--- src/rtl/decrypt_pkg.sv ---
// Shared types and constants for the Avalon-MM decrypt master.
package decrypt_pkg;

  localparam int NUM_WR_WORDS = 8;
  localparam int NUM_RD_WORDS = 4;

  typedef logic [127:0] block_t;

  typedef enum logic [1:0] {
    IDLE  = 2'd0,
    WRITE = 2'd1,
    READ  = 2'd2,
    DONE  = 2'd3
  } state_e;

endpackage

--- src/rtl/decrypt_word_mux.sv ---
// Selects one 32-bit word out of a 128-bit block; word 0 is the least significant.
module decrypt_word_mux
  import decrypt_pkg::*;
(
  input  block_t      blk,
  input  logic [1:0]  idx,
  output logic [31:0] word
);

  always_comb begin
    word = blk[{idx, 5'd0} +: 32];
  end

endmodule

--- src/rtl/avalon_decrypt_master.sv ---
// Feeds a ciphertext/key pair to hw_decrypt over Avalon-MM and reads back the plaintext.
// Optional stall watchdog is compiled in when DECRYPT_MASTER_TIMEOUT_EN is defined.
//
// state | meaning
// IDLE  | waiting for a ciphertext/key pair
// WRITE | issuing the 8 command words (ct then key, low word first)
// READ  | collecting the 4 plaintext words
// DONE  | presenting out_pt until the consumer takes it
module avalon_decrypt_master
  import decrypt_pkg::*;
#(
  parameter logic WR_ADDR     = 1'b1,
  parameter logic RD_ADDR     = 1'b1,
  parameter int   TIMEOUT_CYC = 256
) (
  input  logic         clk,
  input  logic         reset,
  input  logic         in_valid,
  output logic         in_ready,
  input  logic [127:0] in_ct,
  input  logic [127:0] in_key,
  output logic         address,
  output logic         write,
  output logic         read,
  output logic [31:0]  writedata,
  input  logic [31:0]  readdata,
  input  logic         waitrequest,
  output logic         out_valid,
  input  logic         out_ready,
  output logic [127:0] out_pt,
  output logic         out_err
);

  if (TIMEOUT_CYC < 2) begin : g_cfg_check
    $error("TIMEOUT_CYC must be at least 2");
  end

  state_e      state_q, state_d;
  logic [3:0]  wcnt_q, wcnt_d;
  block_t      ct_q, ct_d;
  block_t      key_q, key_d;
  block_t      pt_q, pt_d;
  logic        alive_q;
  logic [31:0] ct_word, key_word;

`ifdef DECRYPT_MASTER_TIMEOUT_EN
  localparam int TMO_W = $clog2(TIMEOUT_CYC);
  localparam logic [TMO_W-1:0] TMO_LOAD = TMO_W'(TIMEOUT_CYC - 1);

  logic [TMO_W-1:0] tmo_q, tmo_d;
  logic             err_q, err_d;
`endif

  decrypt_word_mux u_ct_mux (
    .blk  (ct_q),
    .idx  (wcnt_q[1:0]),
    .word (ct_word)
  );

  decrypt_word_mux u_key_mux (
    .blk  (key_q),
    .idx  (wcnt_q[1:0]),
    .word (key_word)
  );

  // alive_q holds in_ready low until the first edge after reset release
  always_comb begin
    in_ready  = alive_q && (state_q == IDLE);
    write     = (state_q == WRITE);
    read      = (state_q == READ);
    address   = 1'b0;
    writedata = 32'h0;
    if (write) begin
      address   = WR_ADDR;
      writedata = wcnt_q[2] ? key_word : ct_word;
    end else if (read) begin
      address = RD_ADDR;
    end
    out_valid = (state_q == DONE);
    out_pt    = pt_q;
`ifdef DECRYPT_MASTER_TIMEOUT_EN
    out_err   = err_q;
`else
    out_err   = 1'b0;
`endif
  end

  always_comb begin
    state_d = state_q;
    wcnt_d  = wcnt_q;
    ct_d    = ct_q;
    key_d   = key_q;
    pt_d    = pt_q;
`ifdef DECRYPT_MASTER_TIMEOUT_EN
    tmo_d   = tmo_q;
    err_d   = err_q;
`endif
    case (state_q)
      IDLE: begin
        if (in_valid && in_ready) begin
          ct_d    = in_ct;
          key_d   = in_key;
          pt_d    = '0;
          wcnt_d  = '0;
          state_d = WRITE;
`ifdef DECRYPT_MASTER_TIMEOUT_EN
          tmo_d   = TMO_LOAD;
          err_d   = 1'b0;
`endif
        end
      end
      WRITE: begin
        if (!waitrequest) begin
          if (wcnt_q == 4'(NUM_WR_WORDS - 1)) begin
            wcnt_d  = '0;
            state_d = READ;
          end else begin
            wcnt_d = wcnt_q + 4'd1;
          end
        end
      end
      READ: begin
        if (!waitrequest) begin
          pt_d[{wcnt_q[1:0], 5'd0} +: 32] = readdata;
          if (wcnt_q == 4'(NUM_RD_WORDS - 1)) begin
            wcnt_d  = '0;
            state_d = DONE;
          end else begin
            wcnt_d = wcnt_q + 4'd1;
          end
        end
      end
      DONE: begin
        if (out_ready) begin
          wcnt_d  = '0;
          state_d = IDLE;
        end
      end
      default: state_d = IDLE;
    endcase
`ifdef DECRYPT_MASTER_TIMEOUT_EN
    // Watchdog counts down over consecutive stalled cycles and overrides the beat logic
    if (state_q == WRITE || state_q == READ) begin
      if (!waitrequest) begin
        tmo_d = TMO_LOAD;
      end else if (tmo_q == '0) begin
        state_d = DONE;
        wcnt_d  = '0;
        pt_d    = '0;
        err_d   = 1'b1;
      end else begin
        tmo_d = tmo_q - 1'b1;
      end
    end
`endif
  end

  always_ff @(posedge clk or negedge reset) begin
    if (!reset) begin
      state_q <= IDLE;
      wcnt_q  <= '0;
      ct_q    <= '0;
      key_q   <= '0;
      pt_q    <= '0;
      alive_q <= 1'b0;
`ifdef DECRYPT_MASTER_TIMEOUT_EN
      tmo_q   <= '0;
      err_q   <= 1'b0;
`endif
    end else begin
      state_q <= state_d;
      wcnt_q  <= wcnt_d;
      ct_q    <= ct_d;
      key_q   <= key_d;
      pt_q    <= pt_d;
      alive_q <= 1'b1;
`ifdef DECRYPT_MASTER_TIMEOUT_EN
      tmo_q   <= tmo_d;
      err_q   <= err_d;
`endif
    end
  end

endmodule

--- config.mk ---
export PLATFORM = sky130hd
export DESIGN_NAME = avalon_decrypt_master
export DESIGN_NICKNAME = d
export VERILOG_FILES = /design/src/rtl/decrypt_pkg.sv /design/src/rtl/decrypt_word_mux.sv /design/src/rtl/avalon_decrypt_master.sv
export SDC_FILE = /design/constraint.sdc
export NUM_CORES = 1
export LEC_CHECK = 0
export ABC_CLOCK_PERIOD_IN_PS = 4500
export BUFFER_PORTS_ARGS = -buffer_cell sky130_fd_sc_hd__buf_2
export CORE_ASPECT_RATIO = 1.4
export CORE_MARGIN = 2
export CORE_UTILIZATION = 35
export CTS_CLUSTER_DIAMETER = 50
export DETAILED_ROUTE_END_ITERATION = 8
export GPL_TIMING_DRIVEN = 0
export HOLD_SLACK_MARGIN = 0.15
export PLACE_DENSITY = 0.62
export SETUP_SLACK_MARGIN = 0.3
export SYNTH_ARGS = -nofsm -noshare
export SYNTH_HDL_FRONTEND = slang
export SYNTH_SLANG_ARGS = --single-unit
--- constraint.sdc ---
create_clock -name clk -period 4.5 [get_ports clk]
set_input_delay 0.675 -clock clk [delete_from_list [all_inputs] [get_ports clk]]
set_output_delay 0.675 -clock clk [all_outputs]
set_load 0.02 [all_outputs]
==> impl_metrics.json <==
{
  "syn_area_mm2": 0.01736,
  "nets": 2160,
  "grt_pass1_wl_um": 82990,
  "fmax_ghz": 0.2834,
  "via_count": 12661,
  "relSlewSlack": 0.4167,
  "htreeDepth": 2,
  "slowest_delay_ps": 680,
  "syn2layout_area_growth_pct": 27.25,
  "postCtsHoldBufs": 1,
  "leakage_nw": 10.34,
  "drtAntennaViolNets": 0,
  "synth_cell_types": 48,
  "synth-main-ff-cell": "dfrtp_1",
  "avgRoutedWirePerCell_um": 21.80,
  "cts_resized": 0,
  "core_mm2": 0.04901,
  "syn_inst": 1347,
  "fillers": 4652,
  "antenna_found_initial": 34,
  "fp-row-count": 96,
  "worstPathRequired_ps": 3830,
  "worstSetupPathType": "register to output pin",
  "gp_congestion": 0.8636,
  "die_h_um": 267.5,
  "period_share": 0.7842,
  "rsz0062_at_grt": "false",
  "finalPower_mw": 13.97,
  "slowest_stage": "clkbuf_1",
  "port-buffer-count": 457,
  "holdCritPathClass": "input pin to register",
  "overflow": 0,
  "drcViolationCount": 0,
  "skew_ps": 22.70,
  "max_slew.worst_pin.slew_ps": 874.9,
  "drv_cap": 0,
  "grt_max_degree": 118,
  "async_flop_share": 1.000,
  "synthTopCellsByArea": "dfrtp_1, mux2_2, mux4_2",
  "top_usage_layer": "met2",
  "synth_nets": 1651,
  "root_buffer": "clkbuf_16",
  "yosysWarnings": 0,
  "setup_violations": 0,
  "first_global_vias": 13958,
  "ir_drop_v": 0.0004916,
  "numCtsBuffers": 46,
  "place_worst_setup_slack_ps": 1250,
  "endpoint_kind": "output pin",
  "post_route_cells_drive_above_1_share": 0.5090,
  "cts_buffer_depth": 3,
  "drt-initial-drc-count": 448,
  "timing.final.max_slew_violations": 0,
  "totalWireLength_um": 55520,
  "clk_latency_ps": 580,
  "synth_edf_count": 0,
  "start_kind": "register",
  "final_core_util": 0.4508,
  "start_util": 0.3542,
  "syn_area_per_cell_um2": 12.89,
  "fp.dieW_um": 192.2,
  "min_period_ps": 3529,
  "status": "complete, no violations",
  "met3_usage": 0.07850,
  "cts.sinks": 391,
  "crit_buf_inv": 4,
  "crit_top_cell": "clkbuf_1",
  "worst-path-max-fanout": 12,
  "post_cts_buffers": 0,
  "use_met2": 0.3951,
  "synth_top_cell_by_area": "dfrtp_1",
  "synth-seq-cells": 391,
  "ys_seq_area_frac": 0.5636,
  "p_per_area_mw_per_mm2": 632.5,
  "synth_top_area_frac": 0.5636,
  "timing.final.ws_setup_ps": 971.0,
  "gr-usage-met1": 0.2280,
  "tritoncts": "built",
  "hpwlAfterDp_um": 42100,
  "drt_pass1_iterations": 4,
  "crit_path_cell_trace": "clkbuf_1, inv_1, clkbuf_1, nand2_1, a21boi_1, buf_2",
  "dieArea_mm2": 0.05142,
  "crit_arrival_ps": 2850,
  "io_pins": 459,
  "path_clk_slew_ps": 70,
  "vias_per_cell": 4.971,
  "cp_top_family": "buffers and inverters",
  "groute.usage.overall": 0.2166,
  "hold_violations": 0
}
where the power goes:
| part | internal, mW | leakage [nW] | total (mW) | switching (mW) |
|---|---|---|---|---|
| clock | 2.08 | 0.742 | 3.70 | 1.61 |
| sequential | 4.75 | 4.93 | 5.40 | 0.649 |
| combinational | 2.30 | 4.67 | 4.88 | 2.58 |
synthesized netlist by cell type, types with 2 or more instances:
| library cell | number |
|---|---|
| inv_1 | 4 |
| buf_1 | 2 |
| a21boi_0 | 15 |
| nor2_1 | 5 |
| nor4b_4 | 2 |
| mux4_2 | 64 |
| buf_6 | 8 |
| clkbuf_1 | 13 |
| dfrtp_1 | 391 |
| nor2b_1 | 4 |
| ha_1 | 11 |
| o211ai_2 | 4 |
| buf_4 | 24 |
| o21ai_1 | 54 |
| o21ai_2 | 8 |
| o21ai_0 | 68 |
| mux2_2 | 256 |
| buf_2 | 45 |
| a21boi_1 | 17 |
| conb_1 | 2 |
| clkbuf_2 | 2 |
| and4_1 | 2 |
| nand2_1 | 321 |
sequential cells by signal, indices dropped and copies added (netlist names):
signal   flops
alive_q      1
wcnt_q       4
state_q      2
out_pt     128
key_q      128
ct_q       128
stage by stage:
| step | TNS, ps | instance area [µm²] | hold WS, ps | std cells |
|---|---|---|---|---|
| 2_1_floorplan | 0 | 17360 | 379.4 | 1347 |
| 3_3_place_gp | -1929880 | 20440 | 455.8 | 2441 |
| 3_5_place_dp | 0 | 20540 | 464.9 | 2444 |
| 4_1_cts | 0 | 22040 | 280.3 | 2529 |
| 5_1_grt | 0 | 22070 | 286.6 | 2541 |
| 6_report | 0 | 22090 | 310.2 | 2547 |
layer usage:
| layer | share of wire | up-vias |
|---|---|---|
| met5 | 0.0041 | - |
| met4 | 0.030 | 34 |
| met3 | 0.084 | 123 |
| met2 | 0.53 | 419 |
| met1 | 0.35 | 6341 |
| li1 | - | 5744 |
placed cells by master, fill, tap and decap left out, drive strengths merged:
cell / instances
buf: 540
o21bai: 1
ha: 11
a41oi: 1
or2b: 1
clkbuf: 76
a21o: 1
a22o: 2
o211ai: 4
a21bo: 1
conb: 2
and4bb: 1
dfrtp: 391
diode: 18
and2: 1
and4b: 1
nor2: 6
a21boi: 32
nand2: 321
clkinvlp: 1
and4: 2
bufinv: 1
nor4b: 3
nor2b: 5
or2: 1
dlygate4sd3: 1
o21ai: 130
nor3: 1
and2b: 1
inv: 12
mux4: 64
nand3: 2
a21oi: 1
mux2: 258
mux2i: 1
clkinv: 15
path summary, 6_finish.rpt:
check	startpoint	endpoint	slack (ps)	cells after the start
hold reg to reg	out_pt[46]	out_pt[46]	470	2
min in group asynchronous	reset	ct_q[105]	640	2
hold / removal	in_key[123]	key_q[123]	310	2
setup reg to reg	wcnt_q[1]	out_pt[40]	1260	8
max in group asynchronous	reset	out_pt[37]	2350	4
setup / recovery	wcnt_q[1]	writedata[29]	970	6
final cells by class:
cell class	instances	area [µm²]	share of cell area
Sequential cell	391	9784	0.4429
Buffer	96	595.6	0.02696
Timing Repair Buffer	461	2390	0.1082
Clock buffer	60	1264	0.05721
Antenna cell	18	45.04	0.002039
Inverter	5	18.77	0.0008496
Tap cell	637	797.0	0.03608
Clock inverter	24	235.2	0.01065
Multi-Input combinational cell	855	6960	0.3151
logic make-up after synthesis:
family                     count (synthesis)  synth area share
DFF                                      391            0.5636
and+or+nand+nor                          346           0.08210
muxes                                    323            0.2512
AOI/OAI and AO/OA                        173           0.05932
buffers and inverters                    101           0.03539
adders and majority gates                 11          0.007928
other                                      2         0.0004326
worst register-to-register path: cells and delay by family (launching register included):
family                     cells  cell delay (ps)
AOI/OAI and AO/OA              2              620
DFF                            1              420
adders and majority gates      1              370
and+or+nand+nor                1              140
buffers and inverters          4             1560
(Power assumes the default switching activity.)
